**src/rtl/mips_multicycle_control_pkg.sv**
```systemverilog
// Shared encodings for the multicycle MIPS main control FSM: opcodes, states,
// datapath select encodings and the bundled control-word type.
package mips_ctrl_pkg;

  localparam logic [5:0] OP_R   = 6'h00;
  localparam logic [5:0] OP_LW  = 6'h23;
  localparam logic [5:0] OP_SW  = 6'h2B;
  localparam logic [5:0] OP_BEQ = 6'h04;
  localparam logic [5:0] OP_J   = 6'h02;

  typedef enum logic [3:0] {
    S_IDLE    = 4'd0,
    S_FETCH   = 4'd1,
    S_DECODE  = 4'd2,
    S_MEMADR  = 4'd3,
    S_MEMRD   = 4'd4,
    S_MEMWB   = 4'd5,
    S_MEMWR   = 4'd6,
    S_EXEC    = 4'd7,
    S_RCOMP   = 4'd8,
    S_BRANCH  = 4'd9,
    S_JUMP    = 4'd10,
    S_ILLEGAL = 4'd11
  } state_e;

  typedef enum logic [1:0] {
    ALUOP_ADD   = 2'b00,
    ALUOP_SUB   = 2'b01,
    ALUOP_FUNCT = 2'b10
  } aluop_e;

  typedef enum logic [1:0] {
    SRCB_B      = 2'b00,
    SRCB_FOUR   = 2'b01,
    SRCB_IMM    = 2'b10,
    SRCB_IMM_SH = 2'b11
  } srcb_e;

  typedef enum logic [1:0] {
    PCSRC_ALU    = 2'b00,
    PCSRC_ALUOUT = 2'b01,
    PCSRC_JUMP   = 2'b10
  } pcsrc_e;

  typedef struct packed {
    logic   pc_write;
    logic   pc_write_cond;
    logic   i_or_d;
    logic   mem_read;
    logic   mem_write;
    logic   mem_to_reg;
    logic   ir_write;
    logic   reg_dst;
    logic   reg_write;
    logic   alu_src_a;
    srcb_e  alu_src_b;
    aluop_e alu_op;
    pcsrc_e pc_source;
    logic   instr_done;
    logic   illegal_op;
  } ctrl_t;

  localparam ctrl_t CTRL_NONE = '0;

endpackage

```
**src/rtl/mips_multicycle_control_if.sv**
```systemverilog
// Control/datapath bundle: opcode and memory handshake in, mux selects and
// write strobes out. master = control FSM, slave = datapath.
interface mips_multicycle_control_if;
  logic [5:0] Op;
  logic       mem_ready;
  logic       PCWrite;
  logic       PCWriteCond;
  logic       IorD;
  logic       MemRead;
  logic       MemWrite;
  logic       MemtoReg;
  logic       IRWrite;
  logic       RegDst;
  logic       RegWrite;
  logic       ALUSrcA;
  logic [1:0] ALUSrcB;
  logic [1:0] ALUOp;
  logic [1:0] PCSource;
  logic       instr_done;
  logic       illegal_op;
  logic [3:0] state;

  modport master (
    input  Op, mem_ready,
    output PCWrite, PCWriteCond, IorD, MemRead, MemWrite, MemtoReg, IRWrite,
           RegDst, RegWrite, ALUSrcA, ALUSrcB, ALUOp, PCSource, instr_done,
           illegal_op, state
  );

  modport slave (
    output Op, mem_ready,
    input  PCWrite, PCWriteCond, IorD, MemRead, MemWrite, MemtoReg, IRWrite,
           RegDst, RegWrite, ALUSrcA, ALUSrcB, ALUOp, PCSource, instr_done,
           illegal_op, state
  );
endinterface

```
**src/rtl/mips_multicycle_control.sv**
```systemverilog
// Main control FSM for the multicycle MIPS datapath. Outputs decode from the
// state register alone, except strobes in memory states, which follow mem_ready.
module mips_multicycle_control
  import mips_ctrl_pkg::*;
(
  input logic                          clock,
  input logic                          reset_n,
  mips_multicycle_control_if.master    bus
);

  state_e state_q, state_d;
  ctrl_t  ctrl;

  always_ff @(posedge clock or negedge reset_n) begin
    if (!reset_n) state_q <= S_IDLE;
    else          state_q <= state_d;
  end

  always_comb begin
    state_d = state_q;
    case (state_q)
      S_IDLE:   state_d = S_FETCH;
      S_FETCH:  if (bus.mem_ready) state_d = S_DECODE;
      S_DECODE: begin
        case (bus.Op)
          OP_LW, OP_SW: state_d = S_MEMADR;
          OP_R:         state_d = S_EXEC;
          OP_BEQ:       state_d = S_BRANCH;
          OP_J:         state_d = S_JUMP;
          default:      state_d = S_ILLEGAL;
        endcase
      end
      S_MEMADR: state_d = (bus.Op == OP_SW) ? S_MEMWR : S_MEMRD;
      S_MEMRD:  if (bus.mem_ready) state_d = S_MEMWB;
      S_MEMWR:  if (bus.mem_ready) state_d = S_FETCH;
      S_EXEC:   state_d = S_RCOMP;
      S_MEMWB, S_RCOMP, S_BRANCH, S_JUMP, S_ILLEGAL: state_d = S_FETCH;
      // codes 12-15 are unreachable; recover straight into FETCH
      default:  state_d = S_FETCH;
    endcase
  end

  always_comb begin
    ctrl = CTRL_NONE;
    case (state_q)
      S_FETCH: begin
        ctrl.mem_read  = 1'b1;
        ctrl.alu_src_b = SRCB_FOUR;
        ctrl.ir_write  = bus.mem_ready;
        ctrl.pc_write  = bus.mem_ready;
      end
      S_DECODE: ctrl.alu_src_b = SRCB_IMM_SH;
      S_MEMADR: begin
        ctrl.alu_src_a = 1'b1;
        ctrl.alu_src_b = SRCB_IMM;
      end
      S_MEMRD: begin
        ctrl.mem_read = 1'b1;
        ctrl.i_or_d   = 1'b1;
      end
      S_MEMWB: begin
        ctrl.reg_write  = 1'b1;
        ctrl.mem_to_reg = 1'b1;
        ctrl.instr_done = 1'b1;
      end
      S_MEMWR: begin
        ctrl.i_or_d     = 1'b1;
        ctrl.mem_write  = 1'b1;
        ctrl.instr_done = bus.mem_ready;
      end
      S_EXEC: begin
        ctrl.alu_src_a = 1'b1;
        ctrl.alu_op    = ALUOP_FUNCT;
      end
      S_RCOMP: begin
        ctrl.reg_write  = 1'b1;
        ctrl.reg_dst    = 1'b1;
        ctrl.instr_done = 1'b1;
      end
      S_BRANCH: begin
        ctrl.alu_src_a     = 1'b1;
        ctrl.alu_op        = ALUOP_SUB;
        ctrl.pc_write_cond = 1'b1;
        ctrl.pc_source     = PCSRC_ALUOUT;
        ctrl.instr_done    = 1'b1;
      end
      S_JUMP: begin
        ctrl.pc_write   = 1'b1;
        ctrl.pc_source  = PCSRC_JUMP;
        ctrl.instr_done = 1'b1;
      end
      S_ILLEGAL: begin
        ctrl.illegal_op = 1'b1;
        ctrl.instr_done = 1'b1;
      end
      default: ctrl = CTRL_NONE;
    endcase
  end

  assign bus.PCWrite     = ctrl.pc_write;
  assign bus.PCWriteCond = ctrl.pc_write_cond;
  assign bus.IorD        = ctrl.i_or_d;
  assign bus.MemRead     = ctrl.mem_read;
  assign bus.MemWrite    = ctrl.mem_write;
  assign bus.MemtoReg    = ctrl.mem_to_reg;
  assign bus.IRWrite     = ctrl.ir_write;
  assign bus.RegDst      = ctrl.reg_dst;
  assign bus.RegWrite    = ctrl.reg_write;
  assign bus.ALUSrcA     = ctrl.alu_src_a;
  assign bus.ALUSrcB     = ctrl.alu_src_b;
  assign bus.ALUOp       = ctrl.alu_op;
  assign bus.PCSource    = ctrl.pc_source;
  assign bus.instr_done  = ctrl.instr_done;
  assign bus.illegal_op  = ctrl.illegal_op;
  assign bus.state       = state_q;

endmodule

```
**src/flat_wrapper.sv**
```systemverilog
// flat-port wrapper written by rule: the top's interface ports become plain ports
module mips_multicycle_control_flat import mips_ctrl_pkg::*;
  (clock, reset_n, bus_Op, bus_mem_ready, bus_PCWrite, bus_PCWriteCond, bus_IorD, bus_MemRead, bus_MemWrite, bus_MemtoReg, bus_IRWrite, bus_RegDst, bus_RegWrite, bus_ALUSrcA, bus_ALUSrcB, bus_ALUOp, bus_PCSource, bus_instr_done, bus_illegal_op, bus_state);
  mips_multicycle_control_if bus_i ();
  input logic clock;
  input logic reset_n;
  input wire logic [$bits(bus_i.Op)-1:0] bus_Op;
  input wire logic [$bits(bus_i.mem_ready)-1:0] bus_mem_ready;
  output wire logic [$bits(bus_i.PCWrite)-1:0] bus_PCWrite;
  output wire logic [$bits(bus_i.PCWriteCond)-1:0] bus_PCWriteCond;
  output wire logic [$bits(bus_i.IorD)-1:0] bus_IorD;
  output wire logic [$bits(bus_i.MemRead)-1:0] bus_MemRead;
  output wire logic [$bits(bus_i.MemWrite)-1:0] bus_MemWrite;
  output wire logic [$bits(bus_i.MemtoReg)-1:0] bus_MemtoReg;
  output wire logic [$bits(bus_i.IRWrite)-1:0] bus_IRWrite;
  output wire logic [$bits(bus_i.RegDst)-1:0] bus_RegDst;
  output wire logic [$bits(bus_i.RegWrite)-1:0] bus_RegWrite;
  output wire logic [$bits(bus_i.ALUSrcA)-1:0] bus_ALUSrcA;
  output wire logic [$bits(bus_i.ALUSrcB)-1:0] bus_ALUSrcB;
  output wire logic [$bits(bus_i.ALUOp)-1:0] bus_ALUOp;
  output wire logic [$bits(bus_i.PCSource)-1:0] bus_PCSource;
  output wire logic [$bits(bus_i.instr_done)-1:0] bus_instr_done;
  output wire logic [$bits(bus_i.illegal_op)-1:0] bus_illegal_op;
  output wire logic [$bits(bus_i.state)-1:0] bus_state;
  assign bus_i.Op = bus_Op;
  assign bus_i.mem_ready = bus_mem_ready;
  assign bus_PCWrite = bus_i.PCWrite;
  assign bus_PCWriteCond = bus_i.PCWriteCond;
  assign bus_IorD = bus_i.IorD;
  assign bus_MemRead = bus_i.MemRead;
  assign bus_MemWrite = bus_i.MemWrite;
  assign bus_MemtoReg = bus_i.MemtoReg;
  assign bus_IRWrite = bus_i.IRWrite;
  assign bus_RegDst = bus_i.RegDst;
  assign bus_RegWrite = bus_i.RegWrite;
  assign bus_ALUSrcA = bus_i.ALUSrcA;
  assign bus_ALUSrcB = bus_i.ALUSrcB;
  assign bus_ALUOp = bus_i.ALUOp;
  assign bus_PCSource = bus_i.PCSource;
  assign bus_instr_done = bus_i.instr_done;
  assign bus_illegal_op = bus_i.illegal_op;
  assign bus_state = bus_i.state;
  mips_multicycle_control u_core (.clock(clock), .reset_n(reset_n), .bus(bus_i));
endmodule
```
**config.mk**
```make
export PLATFORM = sky130hd
export DESIGN_NAME = mips_multicycle_control_flat
export DESIGN_NICKNAME = d
export VERILOG_FILES = /design/src/rtl/mips_multicycle_control_pkg.sv /design/src/rtl/mips_multicycle_control_if.sv /design/src/rtl/mips_multicycle_control.sv /design/src/flat_wrapper.sv
export SDC_FILE = /design/constraint.sdc
export NUM_CORES = 1
export LEC_CHECK = 0
export CORE_UTILIZATION = 31
export CTS_CLUSTER_DIAMETER = 100
export CTS_CLUSTER_SIZE = 16
export DETAILED_ROUTE_END_ITERATION = 6
export PLACE_DENSITY = 0.69
export SYNTH_ARGS = -nofsm -noshare
export SYNTH_HDL_FRONTEND = slang
export SYNTH_SLANG_ARGS = --single-unit
```
**constraint.sdc**
```tcl
create_clock -name clock -period 1.35 [get_ports clock]
set_clock_uncertainty 0.05 [all_clocks]
set_input_delay 0.27 -clock clock [delete_from_list [all_inputs] [get_ports clock]]
set_output_delay 0.27 -clock clock [all_outputs]
set_load 0.02 [all_outputs]
```
[Word-level counts from Yosys, hierarchy flattened]
Cells that the tools add are included.
Word-level totals
  bits in registers: 4
  input bits: 9
  output and inout bits: 22
  logic and storage cells: 48
Operators by class
  eq/ne operators: 18
  multiplexer cells: 21
  reduce and logical (&&, ||, !) cells: 8
Operators by type and width (count)
  $pmux W4 S6: 1
  $eq A4 B3 Y1 const B: 4
  $eq A4 B4 Y1 const B: 4
  $pmux W4 S4: 1
  $eq A6 B6 Y1 const B: 2
  $mux W4: 3
  $mux W1: 10
  $eq A4 B2 Y1 const B: 2
  $pmux W2 S2: 2
  $reduce_or A2 Y1: 4
  $eq A6 B2 Y1 const B: 1
  $eq A6 B3 Y1 const B: 1
  $logic_not A6 Y1: 1
  $ne A2 B2 Y1 const B: 3
  $pmux W2 S3: 1
  $reduce_or A5 Y1: 1
  $eq A4 B1 Y1 const B: 1
  $pmux W1 S2: 2
  $reduce_and A3 Y1: 1
  $reduce_or A3 Y1: 1
  $mux W2: 1

[Longest topological paths before layout]
  depth in word-level cells: 4
  gate-level depth with buffers: 4
  depth with buffers taken out: 3

[Least setup slack after synthesis]
Ideal clock, no wire load.
  kind: reg2out
  start: reg u_core.state_q[1] (netlist: u_core.bus.state[1])
  end: out bus_ALUOp[0]
  data arrival time: 1.509 ns
  data required time: 1.030 ns
  setup slack: -0.479 ns
  cell stages (with the launch flop): 5
  path buffers: 2
  cell sequence: dfrtp_1 -> buf_6 -> or2b_1 -> nor2_1 -> buf_4
Between the ends
  cells in the longest elaborated chain, start to end: 2
  elaborated cells on any way between the ends: 3
  those cells by class: eq/ne (2); mux (1)
Ends and longest elaborated chain
  from (decl): RTL line mips_multicycle_control.sv:11  | state_e state_q, state_d;
  from (signal assigned): RTL line mips_multicycle_control.sv:16  | else state_q <= state_d;
  $eq A4 B4 Y1 or $eq A4 B3 Y1 (tied branches): RTL line mips_multicycle_control.sv:45  | case (state_q)
  $pmux W2 S2 *: RTL line mips_multicycle_control.sv:45
  to (decl): RTL line flat_wrapper.sv:20  | output wire logic [$bits(bus_i.ALUOp)-1:0] bus_ALUOp;
Mark *: on every way between the ends. The rest lies on a longest branch, timed or not.

[Final worst setup path]
  start: reg u_core.state_q[1] (netlist: u_core.bus.state[1])
  end: out bus_ALUSrcB[0]
Between the ends
  cells in the longest elaborated chain, start to end: 2
  elaborated cells on any way between the ends: 4
  those cells by class: eq/ne (3); mux (1)
Ends and longest elaborated chain
  $eq A4 B2 Y1 or $eq A4 B1 Y1 (tied branches): RTL line mips_multicycle_control.sv:45
  $pmux W2 S3 *: RTL line mips_multicycle_control.sv:45
  to (decl): RTL line flat_wrapper.sv:19  | output wire logic [$bits(bus_i.ALUSrcB)-1:0] bus_ALUSrcB;
Marks and branches as above.

==> PnR_summary.wiki <==
{| class="wikitable"
! Metric !! Value
|-
| Count of antenna-violating nets left after detailed routing || 0
|-
| Count of pins over their slew limit || 0
|-
| Number of standard cells after synthesis || 72
|-
| Time the worst path needs with I/O delays and setup || approximately 1.7 ns
|-
| Global routing usage summed across all routing layers || around a quarter
|-
| Starting Density || between 30% and 40%
|-
| Max Fanout on Critical Path || 6
|-
| Cell internal pwr || 1.70 mW
|-
| R2r startpoint || u_core.bus.state[0]$_DFFE_PN0P_
|-
| First drt pass iteration count || 4
|-
| Final Setup Violations || 23
|-
| Post-Route Setup TNS || -5.65 ns
|-
| Power per cell area || approximately 2200 mW/mm^2
|-
| RR Endpoint || u_core.bus.state[1]$_DFFE_PN0P_
|-
| Combinational group share of total power || between 80% and 90%
|-
| Post-detail-place hpwl || approximately 1.3 mm
|-
| Hold Violations, Final || 0
|-
| Initial antenna violation count || 0
|-
| Reported net switching power || approximately 1.4 mW
|-
| FMAX || 582 MHz
|-
| Critical Path Sink Type || primary output
|-
| Maximum vdd drop || ~0.0017 V
|-
| Sequential cell area fraction in the yosys report || 17.9%
|-
| Power share of the sequential group || under 10%
|-
| Boundary pin count || 31
|-
| Clock insertion delay at the later pin of the skew report || ~0.25 ns
|-
| Number of synthesized register bits || 4
|-
| Number of flip-flops under the largest register name || 4
|-
| Leading cell types in the layout, fill and taps excluded || sky130_fd_sc_hd__buf_6 (30), sky130_fd_sc_hd__buf_4 (24), sky130_fd_sc_hd__nor2_4 (10)
|-
| Number of nets in the synthesized netlist || 81
|-
| Relative slew slack || 81.1%
|-
| Average footprint of a synthesized cell || 7.77 sq um
|-
| Cell depth of the worst flop-to-flop path || 6
|-
| CTS tree || done
|-
| Final clock period utilization by the worst path || 127%
|-
| Number of hold buffers added after CTS || 0
|-
| Fill count || 96
|-
| Clock-pin slew on the worst setup and hold paths || around 0.05 ns
|-
| End point of the critical path || bus_ALUSrcB[0]
|-
| Root buffer cell || sky130_fd_sc_hd__clkbuf_4
|-
| Path class of the lowest-slack min-delay path || in -> async
|-
| Leading cell type in the layout, fill and taps excluded || sky130_fd_sc_hd__buf_6
|-
| Final Routed Wirelength || ~2.4 mm
|-
| Critical path class || reg -> out
|-
| Launching instance or port of the critical path || u_core.bus.state[1]$_DFFE_PN0P_
|-
| Warning count from the yosys run || 0
|-
| Number of max-cap violations || 0
|-
| Detail-routed net length per standard cell || between 10 and 15 um
|-
| Violations in the final reports || negative setup slack
|-
| Run status || finished, violations left
|-
| Count of flip-flops with a built-in enable after synthesis || 0
|-
| Maximum number of pins on one net before global-route repair || 8
|-
| Global-route wire length before repair || about 3.5 mm
|-
| Placement Setup Slack || -0.680 ns
|-
| Detailed-route vias per instance || approximately 5.1
|-
| Switching part of the total || about 45%
|-
| Antenna Cells || 0
|-
| Die Span Y || 44.5 um
|-
| Main synth FF type || sky130_fd_sc_hd__dfrtp_1
|-
| Initial DRC count || 19
|-
| Final weighted congestion of routability-driven global placement || a little over 0.8
|-
| Fraction of layout instances using a drive strength above 1 || 74.8%
|-
| Die ar. || between 0.0015 and 0.002 sq mm
|-
| Nets || about 150
|-
| Distinct cell type count after synthesis || 38
|-
| Crit path launch type || register
|-
| Summed instance area of the synthesized netlist || ~560 sq um
|-
| Least-Margin Pin Slew || between 0.2 and 0.3 ns
|-
| Fraction of registers with async set or reset after synthesis || 100%
|-
| Buffers added on ports || 30
|-
| PnR worst setup slack || -0.368 ns
|-
| Floorplan row count || 14
|-
| Number of global-route vias before repair || between 700 and 800
|-
| Endpoint required time on the critical path || between 1 and 1.5 ns
|-
| Sink Count || 4
|-
| R2R setup slack || -0.22 ns
|-
| Via count || between 800 and 900
|-
| Width of the die || around 44 um
|-
| DRC violation count after routing || 0
|-
| Area overhead of the layout relative to synthesis || 145%
|-
| Critical Path AT || 1.40 ns
|-
| CTS buffer count || 3
|-
| Clock network power share || around 5.8%
|-
| Unrepaired setup endpoints after global routing || true
|-
| Final global-route overflow total || 0
|-
| Core Region || ~0.0016 sq mm
|-
| Maximum count of clock buffers along a single path || 2
|-
| Standby leakage power || approximately 0.6 nW
|-
| Count of H-tree levels built during CTS || 1
|}
## synthesized netlist by cell type (2+ instances only)
cell,count,area [sq um]
sky130_fd_sc_hd__nor2b_1,3,18.8
sky130_fd_sc_hd__nor2_1,11,41.3
sky130_fd_sc_hd__a21oi_1,3,15.0
sky130_fd_sc_hd__nand4_1,2,12.5
sky130_fd_sc_hd__buf_4,2,15.0
sky130_fd_sc_hd__or2b_1,2,15.0
sky130_fd_sc_hd__dfrtp_1,4,100
sky130_fd_sc_hd__nand3b_1,3,22.5
sky130_fd_sc_hd__nand2_1,4,15.0
sky130_fd_sc_hd__buf_6,5,56.3
sky130_fd_sc_hd__and2b_1,2,15.0
sky130_fd_sc_hd__nand2b_1,2,12.5
sky130_fd_sc_hd__o21ai_0,2,10.0
sky130_fd_sc_hd__nor3_1,3,15.0
## layer usage
layer | share of wire (%) | routed length, um | track usage, %
met1 | 37 | 884 | 26.8
met2 | 58 | 1360 | 46.8
met3 | 4.2 | 98 | 3.67
met4 | 0.64 | 15 | 6.67
met5 | 0 | 0 | 0
## cell families after synthesis
family,Yosys count,share of synthesized area (%)
AOI/OAI and AO/OA,14,17.7
xor gates and xnor gates,1,1.57
buffers and inverters,8,13.4
DFF,4,17.9
muxes,2,3.80
and+or+nand+nor,43,45.6
## layout make-up
type	count	area [sq um]	area share (%)
multi-input cells	60	564	41.3
repair buffers	66	638	46.7
inverters	1	3.75	0.274
clock buffers	4	26.3	1.92
flip-flops and latches	4	105	7.69
well taps	24	30.0	2.20
## power groups by stage
stage          Combinational, mW  Sequential, mW  Clock [mW]
6_report                    2.62           0.270       0.177
5_1_grt                     2.76           0.277       0.185
4_1_cts                     2.36           0.266       0.180
3_5_place_dp                1.95           0.283           0
3_3_place_gp                1.92           0.277           0
2_1_floorplan               1.15           0.286           0
## what timing repair did
action	CTS	global route
pin swaps	9	2
buffers inserted	10	3
cloned	0	0
endpoints found under the setup margin	25	24
resized for setup	152	19
## metrics by stage
| step | util (%) | cell area (sq um) | hold WS (ns) | total power, mW | cells |
|---|---|---|---|---|---|
| after global routing | 85.8 | 1370 | 0.174 | 3.22 | 159 |
| after floorplan | - | 654 | -0.0756 | 1.43 | 72 |
| after CTS | 79.7 | 1270 | 0.162 | 2.81 | 156 |
| final | 85.8 | 1370 | 0.158 | 3.07 | 159 |
| after detailed placement | 68.6 | 1090 | 0.432 | 2.23 | 144 |
| after global placement | 68.6 | 1090 | 0.430 | 2.19 | 144 |
## how the worst min path moves through the flow
stage / startpoint / endpoint / slack (ns) / cells after the start
after floorplan: reset_n / u_core.bus.state[0]$_DFFE_PN0P_ / -0.08 / 0
after global placement: reset_n / u_core.bus.state[0]$_DFFE_PN0P_ / 0.43 / 1
after detailed placement: reset_n / u_core.bus.state[0]$_DFFE_PN0P_ / 0.43 / 1
after CTS: reset_n / u_core.bus.state[1]$_DFFE_PN0P_ / 0.16 / 1
after global routing: reset_n / u_core.bus.state[1]$_DFFE_PN0P_ / 0.17 / 1
final: reset_n / u_core.bus.state[1]$_DFFE_PN0P_ / 0.16 / 1
## worst max-delay path: stages (launching register included)
cell and delay (ns):
sky130_fd_sc_hd__dfrtp_2 0.43, sky130_fd_sc_hd__buf_6 0.15, sky130_fd_sc_hd__or2b_4 0.30, sky130_fd_sc_hd__a21boi_4 0.13
sky130_fd_sc_hd__buf_6 0.13
Note: power is estimated with default switching activity, not from simulation.
